===== src/rtl/display_scan_ctrl_pkg.sv =====
// rtl/display_scan_ctrl_pkg.sv - shared constants, state type and helpers for the display scanner
package display_scan_ctrl_pkg;

  localparam int DIGITS   = 4;
  localparam int NIBBLE_W = 4;
  localparam int VALUE_W  = DIGITS * NIBBLE_W;

  typedef enum logic {
    IDLE = 1'b0,
    SCAN = 1'b1
  } state_t;

  // Prescaler counter width for a given refresh period; never narrower than one bit.
  function automatic int presc_width(input int div);
    return (div <= 2) ? 1 : $clog2(div);
  endfunction

  // A digit is dark when blanking is on, it is not digit 0, and it and every more
  // significant nibble of the frame snapshot are zero.
  function automatic logic digit_blanked(input logic [VALUE_W-1:0] shadow,
                                         input logic [1:0]         idx,
                                         input logic               blank_lz);
    logic [DIGITS-1:0] nz;
    for (int k = 0; k < DIGITS; k++) begin
      nz[k] = |shadow[k*NIBBLE_W +: NIBBLE_W];
    end
    return blank_lz && (idx != 2'd0) && ((nz >> idx) == '0);
  endfunction

endpackage


===== src/rtl/display_scan_ctrl_refresh_div.sv =====
// rtl/display_scan_ctrl_refresh_div.sv - per-digit refresh prescaler with clear
module refresh_div
  import display_scan_ctrl_pkg::*;
#(
  parameter int DIV = 100000
) (
  input  logic clk,
  input  logic rst,
  input  logic clr,
  output logic tick
);

  localparam int           W    = presc_width(DIV);
  localparam logic [W-1:0] LAST = W'(DIV - 1);

  logic [W-1:0] r_cnt;

  // Count 0..DIV-1 and wrap; clear holds the count at zero.
  always_ff @(posedge clk) begin
    if (rst || clr) begin
      r_cnt <= '0;
    end else if (r_cnt == LAST) begin
      r_cnt <= '0;
    end else begin
      r_cnt <= r_cnt + W'(1);
    end
  end

  assign tick = (r_cnt == LAST);

endmodule


===== src/rtl/display_scan_ctrl.sv =====
// rtl/display_scan_ctrl.sv - multiplexed 4-digit display scan sequencer with leading-zero blanking
module display_scan_ctrl
  import display_scan_ctrl_pkg::*;
#(
  parameter int DIV = 100000
) (
  input  logic               clk,
  input  logic               rst,
  input  logic               en,
  input  logic [VALUE_W-1:0] value,
  input  logic               blank_lz,
  output logic [DIGITS-1:0]  sel,
  output logic [DIGITS-1:0]  an,
  output logic [1:0]         digit_idx,
  output logic               frame_tick
);

  state_t             r_state;
  logic [1:0]         r_idx;
  logic [DIGITS-1:0]  r_sel;
  logic [DIGITS-1:0]  r_an;
  logic               r_tick;
  logic [VALUE_W-1:0] r_shadow;

  state_t             w_state_nxt;
  logic [1:0]         w_idx_nxt;
  logic [DIGITS-1:0]  w_sel_nxt;
  logic [DIGITS-1:0]  w_an_nxt;
  logic               w_tick_nxt;
  logic [VALUE_W-1:0] w_shadow_nxt;
  logic               w_clr;
  logic               w_presc_tick;

  refresh_div #(
    .DIV (DIV)
  ) u_refresh_div (
    .clk  (clk),
    .rst  (rst),
    .clr  (w_clr),
    .tick (w_presc_tick)
  );

  // Next-state and next-output decode; outputs are computed from the next state so
  // that the registered values line up with the digit actually being dwelt on.
  always_comb begin
    w_state_nxt  = r_state;
    w_idx_nxt    = r_idx;
    w_shadow_nxt = r_shadow;
    w_tick_nxt   = 1'b0;
    w_clr        = 1'b0;
    case (r_state)
      IDLE: begin
        w_clr     = 1'b1;
        w_idx_nxt = 2'd0;
        if (en) begin
          w_state_nxt  = SCAN;
          w_shadow_nxt = value;
        end
      end
      SCAN: begin
        if (!en) begin
          w_state_nxt = IDLE;
          w_clr       = 1'b1;
          w_idx_nxt   = 2'd0;
        end else if (w_presc_tick) begin
          w_idx_nxt = r_idx + 2'd1;
          if (r_idx == 2'd3) begin
            // Frame boundary: snapshot the new value so a frame is never torn.
            w_shadow_nxt = value;
            w_tick_nxt   = 1'b1;
          end
        end
      end
      default: begin
        w_state_nxt = IDLE;
        w_idx_nxt   = 2'd0;
      end
    endcase
    w_sel_nxt = DIGITS'(1) << w_idx_nxt;
    if (w_state_nxt == SCAN && !digit_blanked(w_shadow_nxt, w_idx_nxt, blank_lz)) begin
      w_an_nxt = ~w_sel_nxt;
    end else begin
      w_an_nxt = '1;
    end
  end

  // State and output registers; reset overrides everything including enable.
  always_ff @(posedge clk) begin
    if (rst) begin
      r_state  <= IDLE;
      r_idx    <= 2'd0;
      r_sel    <= DIGITS'(1);
      r_an     <= '1;
      r_tick   <= 1'b0;
      r_shadow <= '0;
    end else begin
      r_state  <= w_state_nxt;
      r_idx    <= w_idx_nxt;
      r_sel    <= w_sel_nxt;
      r_an     <= w_an_nxt;
      r_tick   <= w_tick_nxt;
      r_shadow <= w_shadow_nxt;
    end
  end

  assign sel        = r_sel;
  assign an         = r_an;
  assign digit_idx  = r_idx;
  assign frame_tick = r_tick;

endmodule

===== config.mk =====
export PLATFORM = sky130hd
export DESIGN_NAME = display_scan_ctrl
export DESIGN_NICKNAME = d
export VERILOG_FILES = /design/src/rtl/display_scan_ctrl_pkg.sv /design/src/rtl/display_scan_ctrl_refresh_div.sv /design/src/rtl/display_scan_ctrl.sv
export SDC_FILE = /design/constraint.sdc
export NUM_CORES = 1
export LEC_CHECK = 0
export ABC_AREA = 1
export CAP_MARGIN = 20
export CORE_MARGIN = 4
export CORE_UTILIZATION = 57
export DETAILED_ROUTE_END_ITERATION = 8
export GPL_TIMING_DRIVEN = 0
export HOLD_SLACK_MARGIN = 0.08
export PLACE_DENSITY = 0.84
export SLEW_MARGIN = 10
export SYNTH_ARGS = -nofsm -noshare
export SYNTH_HDL_FRONTEND = slang
export SYNTH_SLANG_ARGS = --single-unit

===== constraint.sdc =====
create_clock -name clk -period 3.81 [get_ports clk]
set_input_delay 0.762 -clock clk [delete_from_list [all_inputs] [get_ports clk]]
set_output_delay 0.762 -clock clk [all_outputs]
set_load 0.01 [all_outputs]

# After elaboration in Yosys (flattened, before gate mapping)

Cells that the tools add are included.

Bits in registers: 45
Output and inout bits: 11
Logic and storage cells: 44

Add/sub/neg operators: 2
Eq/ne operators: 2
Shifts and indexed selects: 2
Multiplexer cells: 12
Bitwise operators: 5
Reductions and logical operators: 14

Operators with widths:

| operator                                        | count |
|---|---|
| two-way mux 16 bit                              | 4 |
| one-hot mux 16 bit (2 select lines)             | 1 |
| OR reduction 4 bit                              | 5 |
| adder 17 x 1 -> 17 bit, second input constant   | 1 |
| == test 17 bit, second input constant           | 1 |
| zero test 4 bit                                 | 1 |
| two-way mux 2 bit                               | 2 |
| inverter 1 bit                                  | 4 |
| inverter 4 bit                                  | 1 |
| one-hot mux 2 bit (2 select lines)              | 1 |
| OR reduction 2 bit                              | 2 |
| << shifter 1 x 2 -> 4 bit, first input constant | 1 |
| >> shifter 4 x 2 -> 4 bit                       | 1 |
| logical AND 1 bit                               | 3 |
| two-way mux 1 bit                               | 3 |
| adder 2 x 1 -> 2 bit, second input constant     | 1 |
| == test 2 bit, second input constant            | 1 |
| one-hot mux 1 bit (2 select lines)              | 1 |
| nonzero test 2 bit                              | 1 |
| zero test 1 bit                                 | 1 |
| logical OR 1 bit                                | 1 |

# Longest topological paths before layout

Gate-level depths: netlist of the first run.

Depth after elaboration: 13
Mapped depth: 16

# Hierarchy

From an unflattened synthesis of the first run, not the netlist that was laid out.

Cells, all modules: 373
Area total of the unflattened synthesis: 2528.7 um2

Modules (own cells, without submodules):

| module            | instances | cells an instance | area each (um2) |
|---|---|---|---|
| display_scan_ctrl | 1         | 233               | 1580.3 |
| refresh_div       | 1         | 140               | 948.4 |

# Worst setup path after synthesis of the first run

No wires, ideal clock.

Kind: input port to flip-flop
Start point: input en
End point: register r_an[0] (netlist: an[0])
Library setup time: 129 ps
Arrival: 1830 ps
Required time: 3681 ps
Slack: 1851 ps
Stages on the path: 12
Cells stage by stage: clkbuf_2 > inv_1 > buf_2 > nor2_1 > o21ai_0 > nand3_1 > nand2_1 > nor2_1 > nor2_1 > nor2_1 > nand2_1 > nand3_1

Longest elaborated chain between the ends: 10
Elaborated cells between the ends (all ways): 21

Ends and longest elaborated chain:

| what                                         | RTL line                                         | RTL |
|---|---|---|
| start: declaration                           | display_scan_ctrl.sv:9                           | `input logic en,` |
| two-way mux 16 bit, on equally long branches | display_scan_ctrl.sv:61, display_scan_ctrl.sv:55 |  |
| one-hot mux 16 bit (2 select lines)          | display_scan_ctrl.sv:51                          | `case (r_state)` |
| OR reduction 4 bit                           | display_scan_ctrl_pkg.sv:25                      | `nz[k] = \|shadow[k*NIBBLE_W +: NIBBLE_W];` |
| >> shifter 4 x 2 -> 4 bit                    | display_scan_ctrl_pkg.sv:27                      | `return blank_lz && (idx != 2'd0) && ((nz >> idx) == '0);` |
| zero test 4 bit                              | display_scan_ctrl_pkg.sv:27                      |  |
| logical AND 1 bit                            | display_scan_ctrl_pkg.sv:27                      |  |
| zero test 1 bit                              | display_scan_ctrl.sv:80                          | `if (w_state_nxt == SCAN && !digit_blanked(w_shadow_nxt, w_idx_nxt, blank_lz)) begin` |
| logical AND 1 bit                            | display_scan_ctrl.sv:80                          |  |
| inverter 1 bit (no source line)              | -                                                |  |
| OR reduction 2 bit (no source line)          | -                                                |  |
| end signal: assignment                       | display_scan_ctrl.sv:100                         | `r_an <= w_an_nxt;` |
| end: declaration                             | display_scan_ctrl.sv:21                          | `logic [DIGITS-1:0] r_an;` |

Several ways; a longest one is shown, not always the timed one.
A chain may end at the register's enable or synchronous reset.

# Worst setup path after layout of the first run

Start point: register r_idx[0] (netlist: digit_idx[0])
End point: output digit_idx[0]

RTL lines:

| what                     | RTL line                | RTL |
|---|---|---|
| start: declaration       | display_scan_ctrl.sv:19 | `logic [1:0] r_idx;` |
| start signal: assignment | display_scan_ctrl.sv:98 | `r_idx <= w_idx_nxt;` |
| end: declaration         | display_scan_ctrl.sv:14 | `output logic [1:0] digit_idx,` |

No word-level cell between the ends.

==> results of run 1 <==
state kept, by name, summed over array words and instances (netlist names):
| register | cells |
|---|---|
| digit_idx | 2 |
| frame_tick | 1 |
| r_state | 1 |
| u_refresh_div.r_cnt | 17 |
| r_shadow | 12 |
| sel | 4 |
| an | 4 |
metal layers:
| layer | vias to the layer above | share of wire (%) | track usage, % |
|---|---|---|---|
| met2 | 43 | 44 | 31.8 |
| li1 | 1012 | - | - |
| met5 | - | 0 | 0 |
| met4 | 0 | 1.4 | 7.59 |
| met1 | 849 | 48 | 28.0 |
| met3 | 6 | 6.4 | 6.82 |
synth_stat cells, drive strengths merged:
| master | n | area share, % |
|---|---|---|
| nand4 | 6 | 1.9 |
| o21a | 2 | 0.74 |
| clkinv | 1 | 0.25 |
| nor2 | 76 | 15 |
| nand2 | 52 | 9.9 |
| clkbuf | 5 | 0.99 |
| nor4 | 1 | 0.31 |
| inv | 37 | 6.9 |
| nor3 | 1 | 0.25 |
| a21oi | 13 | 3.2 |
| dfxtp | 41 | 41 |
| xor2 | 5 | 2.2 |
| buf | 5 | 1.7 |
| nor3b | 1 | 0.62 |
| ha | 2 | 1.2 |
| nand3 | 34 | 9.6 |
| o21ai | 19 | 4.7 |
final cells by class:
cell class | instances | area, sq um | share of cell area, %
plain buffers | 10 | 53.8 | 2.24
inverters | 38 | 144 | 5.98
repair buffers | 24 | 240 | 9.98
well taps | 46 | 57.6 | 2.39
clock buffers | 5 | 37.5 | 1.56
multi-input cells | 212 | 1010 | 41.8
clock inverters | 3 | 46.3 | 1.92
flip-flops and latches | 41 | 821 | 34.1
worst max-delay path by stage:
stage                       endpoint                         startpoint  slack, ns
floorplan           an[0]$_SDFF_PP1_                                 en       1.85
global placement    an[0]$_SDFF_PP1_                                 en       1.56
detailed placement  an[0]$_SDFF_PP1_                                 en       1.54
CTS                     digit_idx[0]            digit_idx[0]$_SDFF_PP0_       1.68
global route        an[0]$_SDFF_PP1_  u_refresh_div.r_cnt[0]$_SDFF_PP0_       1.44
finish                  digit_idx[0]            digit_idx[0]$_SDFF_PP0_       1.71
stage by stage:
stage               hold WS (ns)  area, sq um  setup slack, ns  utilization, %
floorplan                  0.418         2020             1.85               -
global placement           0.431         2320             1.56            68.5
detailed placement         0.440         2320             1.54            68.5
CTS                        0.461         2410             1.68            71.0
global route               0.478         2410             1.44            71.0
finish                     0.456         2410             1.71            71.0
power by group:
part           internal (mW)  switching (mW)  total (mW)
combinational         0.0345          0.0435      0.0780
sequential             0.440         0.00593       0.446
clock                  0.139           0.147       0.286
total                  0.613           0.197       0.810
kinds of logic after synthesis:
family	Yosys count	share of synthesized area, %
simple gates	171	37.6
fa+ha+maj	2	1.24
compound gates	34	8.65
flops	41	40.5
buf+inv	48	9.76
xor+xnor	5	2.16
==> key figures, run 1 <==
Outcome
  • Status: finished clean

Floorplanning
  • Row count: 21
  • Core ar.: 3390 sq um
  • Die Y: 67.6 um
  • Num ports: 31
  • Die W: 67.6 um
  • Initial Util: 59.7%
  • Die area: 4570 sq um

Synth
  • Synth Instances: 301
  • Count of unique library cells instantiated by Yosys: 26
  • Synthesized Nets: 323
  • Synthesized cell area: 2020 sq um
  • Syn. warnings: 0
  • Mean area per synthesized cell: 6.73 sq um
  • Number of synthesized register bits: 41
  • Register area share after synthesis: 40.5%

Placement
  • Dpl hpwl: 3130 um
  • I/O Buffers: 24
  • GPL Wtd Cong: 0.856
  • Dpl cells: 371

Worst setup path
  • Slowest CP cell: clkdlybuf4s50_1
  • Worst R2R End: an[0]$_SDFF_PP1_
  • CP Buf/Inv Count: 1
  • Critical Path RT: 3.05 ns
  • CP endpoint kind: output port
  • Worst Path Arrival: 1.34 ns
  • FF-to-FF setup slack: 1.73 ns
  • Crit-path cells: clkdlybuf4s50_1
  • Setup Crit Path Kind: flop to output port
  • Worst r2r path cells: 14
  • Slowest stage delay, CP: 0.58 ns
  • Worst reg2reg path startpoint: u_refresh_div.r_cnt[0]$_SDFF_PP0_
  • Worst path depth: 1
  • Top delay family on crit path: buffers and inverters
  • Critical Path Start Type: flop
  • Crit path max fanout: 4

Layout
  • Fin cells: 379
  • NumNets Final: 354
  • Layout cells sized above 1: 8.71%
  • # fillers: 283
  • Most frequent cells in the layout: nor2_1, nand2_1, dfxtp_1
  • Layout area overhead: 18.9%
  • Most common cell after layout, fill and taps aside: nor2_1
  • ANT cells: 0

CTS
  • CTS clk-pin slew, worst paths: 0.12 ns
  • CTS tree: yes
  • Clock tree sinks: 41
  • CTS Buf Count: 5
  • Hold buffer count at cts: 0
  • Clk_lat worst skew: 0.35 ns
  • # H-tree levels: 2
  • Setup Buffers After CTS: 0
  • Clk buf depth: 2
  • Post-CTS resize count: 0
  • Root buffer cell: clkbuf_4

Worst hold path
  • Hold crit path type: flop to flop
  • Hold path start: u_refresh_div.r_cnt[0]$_SDFF_PP0_
  • Hold path depth: 1
  • Hold Path Sink: u_refresh_div.r_cnt[0]$_SDFF_PP0_

STA
  • Slew margin rel.: 67.9%
  • Max Slew Vio Count: 0
  • RSZ-0062 raised after global routing: no
  • Final Cycle Share: 55.2%
  • Slew of the pin with the lowest slew margin: 0.482 ns
  • Fin Setup TNS: 0 ns
  • Final setup fails: 0
  • Fmax: 476 MHz
  • Layout Skew: 0.00474 ns
  • Final Hold Fails: 0
  • Tmin final: 2.10 ns

Drt
  • DRC: 0
  • Antenna viol nets, final: 0
  • Vias per inst: 5.04
  • Vias: 1910
  • DRT iter0 DRCs: 99
  • Detailed Routing Iterations Pass 1: 4
  • Per-cell routed wire length: 11.3 um
  • Final wirelength: 4270 um

GRT
  • Initial antenna violation count: 0
  • Global-route usage over all layers: 21.1%
  • Vias in the first global route: 1643
  • First-pass GRT wire length: 7200 um
  • Total grt overflow: 0
  • Largest net degree at the start of global routing: 15

Pwr
  • Power density over the cells: 337 nW/um^2
  • Leakage Power: 1.03 nW
  • Worst-case vdd ir drop: 0.286 mV
  • Design Power: 0.810 mW

Job
  • # Max-Cap Violations: 0
Power figures use the tool's default switching activity.
==> run 2, diff against run 1 <==
--- a/config.mk
+++ b/config.mk
@@ -8,11 +8,11 @@
 export ABC_AREA = 1
 export CAP_MARGIN = 20
 export CORE_MARGIN = 4
-export CORE_UTILIZATION = 57
+export CORE_UTILIZATION = 48
 export DETAILED_ROUTE_END_ITERATION = 8
 export GPL_TIMING_DRIVEN = 0
 export HOLD_SLACK_MARGIN = 0.08
-export PLACE_DENSITY = 0.84
+export PLACE_DENSITY = 0.75
 export SLEW_MARGIN = 10
 export SYNTH_ARGS = -nofsm -noshare
 export SYNTH_HDL_FRONTEND = slang
==> constraint.sdc (replaced) <==
create_clock -name clk -period 1.8 [get_ports clk]
set_input_delay 0.36 -clock clk [delete_from_list [all_inputs] [get_ports clk]]
set_output_delay 0.36 -clock clk [all_outputs]
set_load 0.01 [all_outputs]
==> run 2 against run 1 <==
- the flow now finishes with violations (setup timing)
- via count is 5.9% higher
- power rose by 140%
- sequential power increased by 110%
- wire length rose by 14%
- highest routed layer unchanged
==> key figures, run 2 (same netlist as run 1, synthesis figures left out) <==
Floorplanning
  • Num ports: 31 (unchanged)
  • Die W: 72.9 um (was 67.6 um)
  • Initial Util: 50.2% (was 59.7%)
  • Die Y: 72.9 um (was 67.6 um)
  • Row count: 23 (was 21)
  • Core ar.: 4030 sq um (was 3390 sq um)
  • Die area: 5320 sq um (was 4570 sq um)

Placement
  • Dpl cell area: 2330 sq um (was 2320 sq um)
  • Dpl hpwl: 3200 um (was 3130 um)
  • GPL Wtd Cong: 0.860 (was 0.856)
  • I/O Buffers: 24 (unchanged)
  • Dpl cells: 375 (was 371)

CTS
  • Hold buffer count at cts: 0 (unchanged)
  • Clk_lat worst skew: 0.30 ns (was 0.35 ns)
  • Root buffer cell: clkbuf_8 (was clkbuf_4)
  • Clk buf depth: 2 (unchanged)
  • CTS Buf Count: 5 (unchanged)
  • CTS clk-pin slew, worst paths: 0.08 ns (was 0.12 ns)
  • CTS tree: yes (unchanged)
  • # H-tree levels: 2 (unchanged)
  • Clock tree sinks: 41 (unchanged)

Layout
  • ANT cells: 0 (unchanged)
  • Most frequent cells in the layout: nor2_1, nand2_1, dfxtp_1 (unchanged)
  • NumNets Final: 371 (was 354)
  • FF+latch area: 832 sq um (was 821 sq um)
  • # fillers: 347 (was 283)
  • Top Registers: u_refresh_div.r_cnt (17), r_shadow (12) (unchanged)
  • Most common cell after layout, fill and taps aside: nor2_1 (unchanged)
  • Final Instance Area: 2700 sq um (was 2410 sq um)
  • Max reg flops: 17 (unchanged)
  • Fin cells: 400 (was 379)
  • Final core occ: 67.0% (was 71.0%)
  • Layout area overhead: 33.4% (was 18.9%)
  • Layout cells sized above 1: 21.4% (was 8.71%)
  • Reg with most FFs: u_refresh_div.r_cnt (unchanged)
  • Footprint of the multi-input gates: 1090 sq um (was 1010 sq um)

Drt
  • Detailed Routing Iterations Pass 1: 5 (was 4)
  • Final wirelength: 4870 um (was 4270 um)
  • Antenna viol nets, final: 0 (unchanged)
  • DRT iter0 DRCs: 150 (was 99)
  • DRC: 0 (unchanged)
  • Vias per inst: 5.06 (was 5.04)
  • Per-cell routed wire length: 12.2 um (was 11.3 um)
  • Vias: 2022 (was 1910)

Pwr
  • Clk pwr share: 40.7% (was 35.3%)
  • Sw Share: 23.1% (was 24.3%)
  • Power density over the cells: 706 nW/um^2 (was 337 nW/um^2)
  • Combinational fraction of design power: 9.7% (was 9.6%)
  • Leakage Power: 1.19 nW (was 1.03 nW)
  • Sw Pwr: 0.440 mW (was 0.197 mW)
  • Flop pwr share: 49.5% (was 55.0%)
  • Worst-case vdd ir drop: 0.494 mV (was 0.286 mV)
  • Internal: 1.47 mW (was 0.613 mW)

Outcome
  • Status: finished with violations (was finished clean)
  • Failing checks: setup timing

STA
  • Layout Skew: 0.00799 ns (was 0.00474 ns)
  • Final Hold Fails: 0 (unchanged)
  • Fmax: 518 MHz
  • Worst setup margin: -0.131 ns (was 1.71 ns)
  • Worst Hold Slack: 0.469 ns (was 0.456 ns)
  • Fin Setup TNS: -0.544 ns (was 0 ns)
  • Final setup fails: 5 (was 0)
  • Tmin final: 1.93 ns
  • Max Slew Vio Count: 0 (unchanged)
  • RSZ-0062 raised after global routing: yes (was no)
  • Slew of the pin with the lowest slew margin: 0.531 ns (was 0.482 ns)
  • Final Cycle Share: 107%
  • Slew margin rel.: 64.6% (was 67.9%)

Worst setup path
  • Crit. Startpoint: u_refresh_div.r_cnt[1]$_SDFF_PP0_ (was digit_idx[0]$_SDFF_PP0_)
  • Worst reg2reg path startpoint: u_refresh_div.r_cnt[1]$_SDFF_PP0_ (was u_refresh_div.r_cnt[0]$_SDFF_PP0_)
  • CP endpoint kind: flop (was output port)
  • FF-to-FF setup slack: -0.13 ns (was 1.73 ns)
  • Critical Path Start Type: flop (unchanged)
  • Critical Path RT: 1.97 ns (was 3.05 ns)
  • Critical Path End: an[1]$_SDFF_PP1_ (was digit_idx[0])
  • Worst R2R End: an[1]$_SDFF_PP1_ (was an[0]$_SDFF_PP1_)
  • Worst r2r path cells: 14 (unchanged)
  • Setup Crit Path Kind: flop to flop (was flop to output port)
  • Crit path max fanout: 6 (was 4)
  • Worst Path Arrival: 2.10 ns (was 1.34 ns)

GRT
  • Global-route usage over all layers: 19.6% (was 21.1%)
  • First-pass GRT wire length: 8290 um (was 7200 um)
  • Vias in the first global route: 1948 (was 1643)
  • Largest net degree at the start of global routing: 13 (was 15)
  • Initial antenna violation count: 0 (unchanged)
  • Total grt overflow: 0 (unchanged)

Worst hold path
  • Hold crit path type: flop to flop (unchanged)

Job
  • # Max-Cap Violations: 0 (unchanged)
[run 2: cell count changes in the layout (fill, tap and decap cells not counted), moves of 4 or more]
cell      delta
buf_4       +16
clkbuf_4     -5
clkbuf_8     +6
dfxtp_1      -9
dfxtp_2      +9
inv_1        -5
inv_2        +4
nand2_1      -4
nor2_1       -6
nor2_2       +4
[run 2: layout make-up]
class,count,share of cell area [%]
plain buffers,10,2.09
clock buffers,7,3.20
clock inverters,1,1.11
inverters,38,5.56
multi-input cells,212,40.4
flip-flops and latches,41,30.8
well taps,50,2.32
repair buffers,41,14.5
[run 2: worst min-delay path by stage]
stage                                  startpoint                            endpoint  slack (ns)  depth (start not counted)
2_1_floorplan   u_refresh_div.r_cnt[0]$_SDFF_PP0_   u_refresh_div.r_cnt[0]$_SDFF_PP0_        0.42                          1
3_3_place_gp    u_refresh_div.r_cnt[0]$_SDFF_PP0_   u_refresh_div.r_cnt[0]$_SDFF_PP0_        0.43                          1
3_5_place_dp    u_refresh_div.r_cnt[0]$_SDFF_PP0_   u_refresh_div.r_cnt[0]$_SDFF_PP0_        0.44                          1
4_1_cts        u_refresh_div.r_cnt[12]$_SDFF_PP0_  u_refresh_div.r_cnt[12]$_SDFF_PP0_        0.49                          2
5_1_grt        u_refresh_div.r_cnt[12]$_SDFF_PP0_  u_refresh_div.r_cnt[12]$_SDFF_PP0_        0.50                          2
6_report       u_refresh_div.r_cnt[12]$_SDFF_PP0_  u_refresh_div.r_cnt[12]$_SDFF_PP0_        0.47                          2
[run 2: what timing repair did]
action                                  CTS  global route
pin swaps                                11             9
gates cloned                              1             0
resized for setup                        20            21
endpoints found under the setup margin   16            12
setup buffers                            10             6
[run 2: stage by stage]
stage / worst slack (ns) / power (mW)
finish: -0.131 / 1.91
global route: -0.317 / 1.97
floorplan: 0.0829 / 1.07
CTS: -0.0737 / 1.90
global placement: -0.210 / 1.13
detailed placement: -0.231 / 1.13
[run 2: critical path, stage by stage, from the launching register on]
cell and delay (ns):
dfxtp_2 0.36, ha_4 0.16, nand2_4 0.06, inv_4 0.07, nand2_4 0.05, nor2_4 0.13, nand4_1 0.25, nand2_1 0.16
nand3_2 0.09, nand2_1 0.08, nor2_1 0.05, nor2_1 0.12, nor2_2 0.06, nand2_2 0.09, nand3_1 0.07
[run 2: metal layers]
metal | up-vias | routed length, um | track usage (%)
met5 | - | 0 | 0
met4 | 0 | 55 | 8.81
met3 | 5 | 330 | 4.68
met2 | 50 | 2190 | 29.8
met1 | 918 | 2290 | 26.4
li1 | 1049 | - | -
[run 2: power by group through the flow]
stage	sequential, mW	clock, mW	combinational (mW)
3_3_place_gp	0.964	0	0.162
5_1_grt	0.947	0.810	0.212
3_5_place_dp	0.965	0	0.165
4_1_cts	0.944	0.779	0.180
6_report	0.944	0.776	0.185
2_1_floorplan	0.962	0	0.108
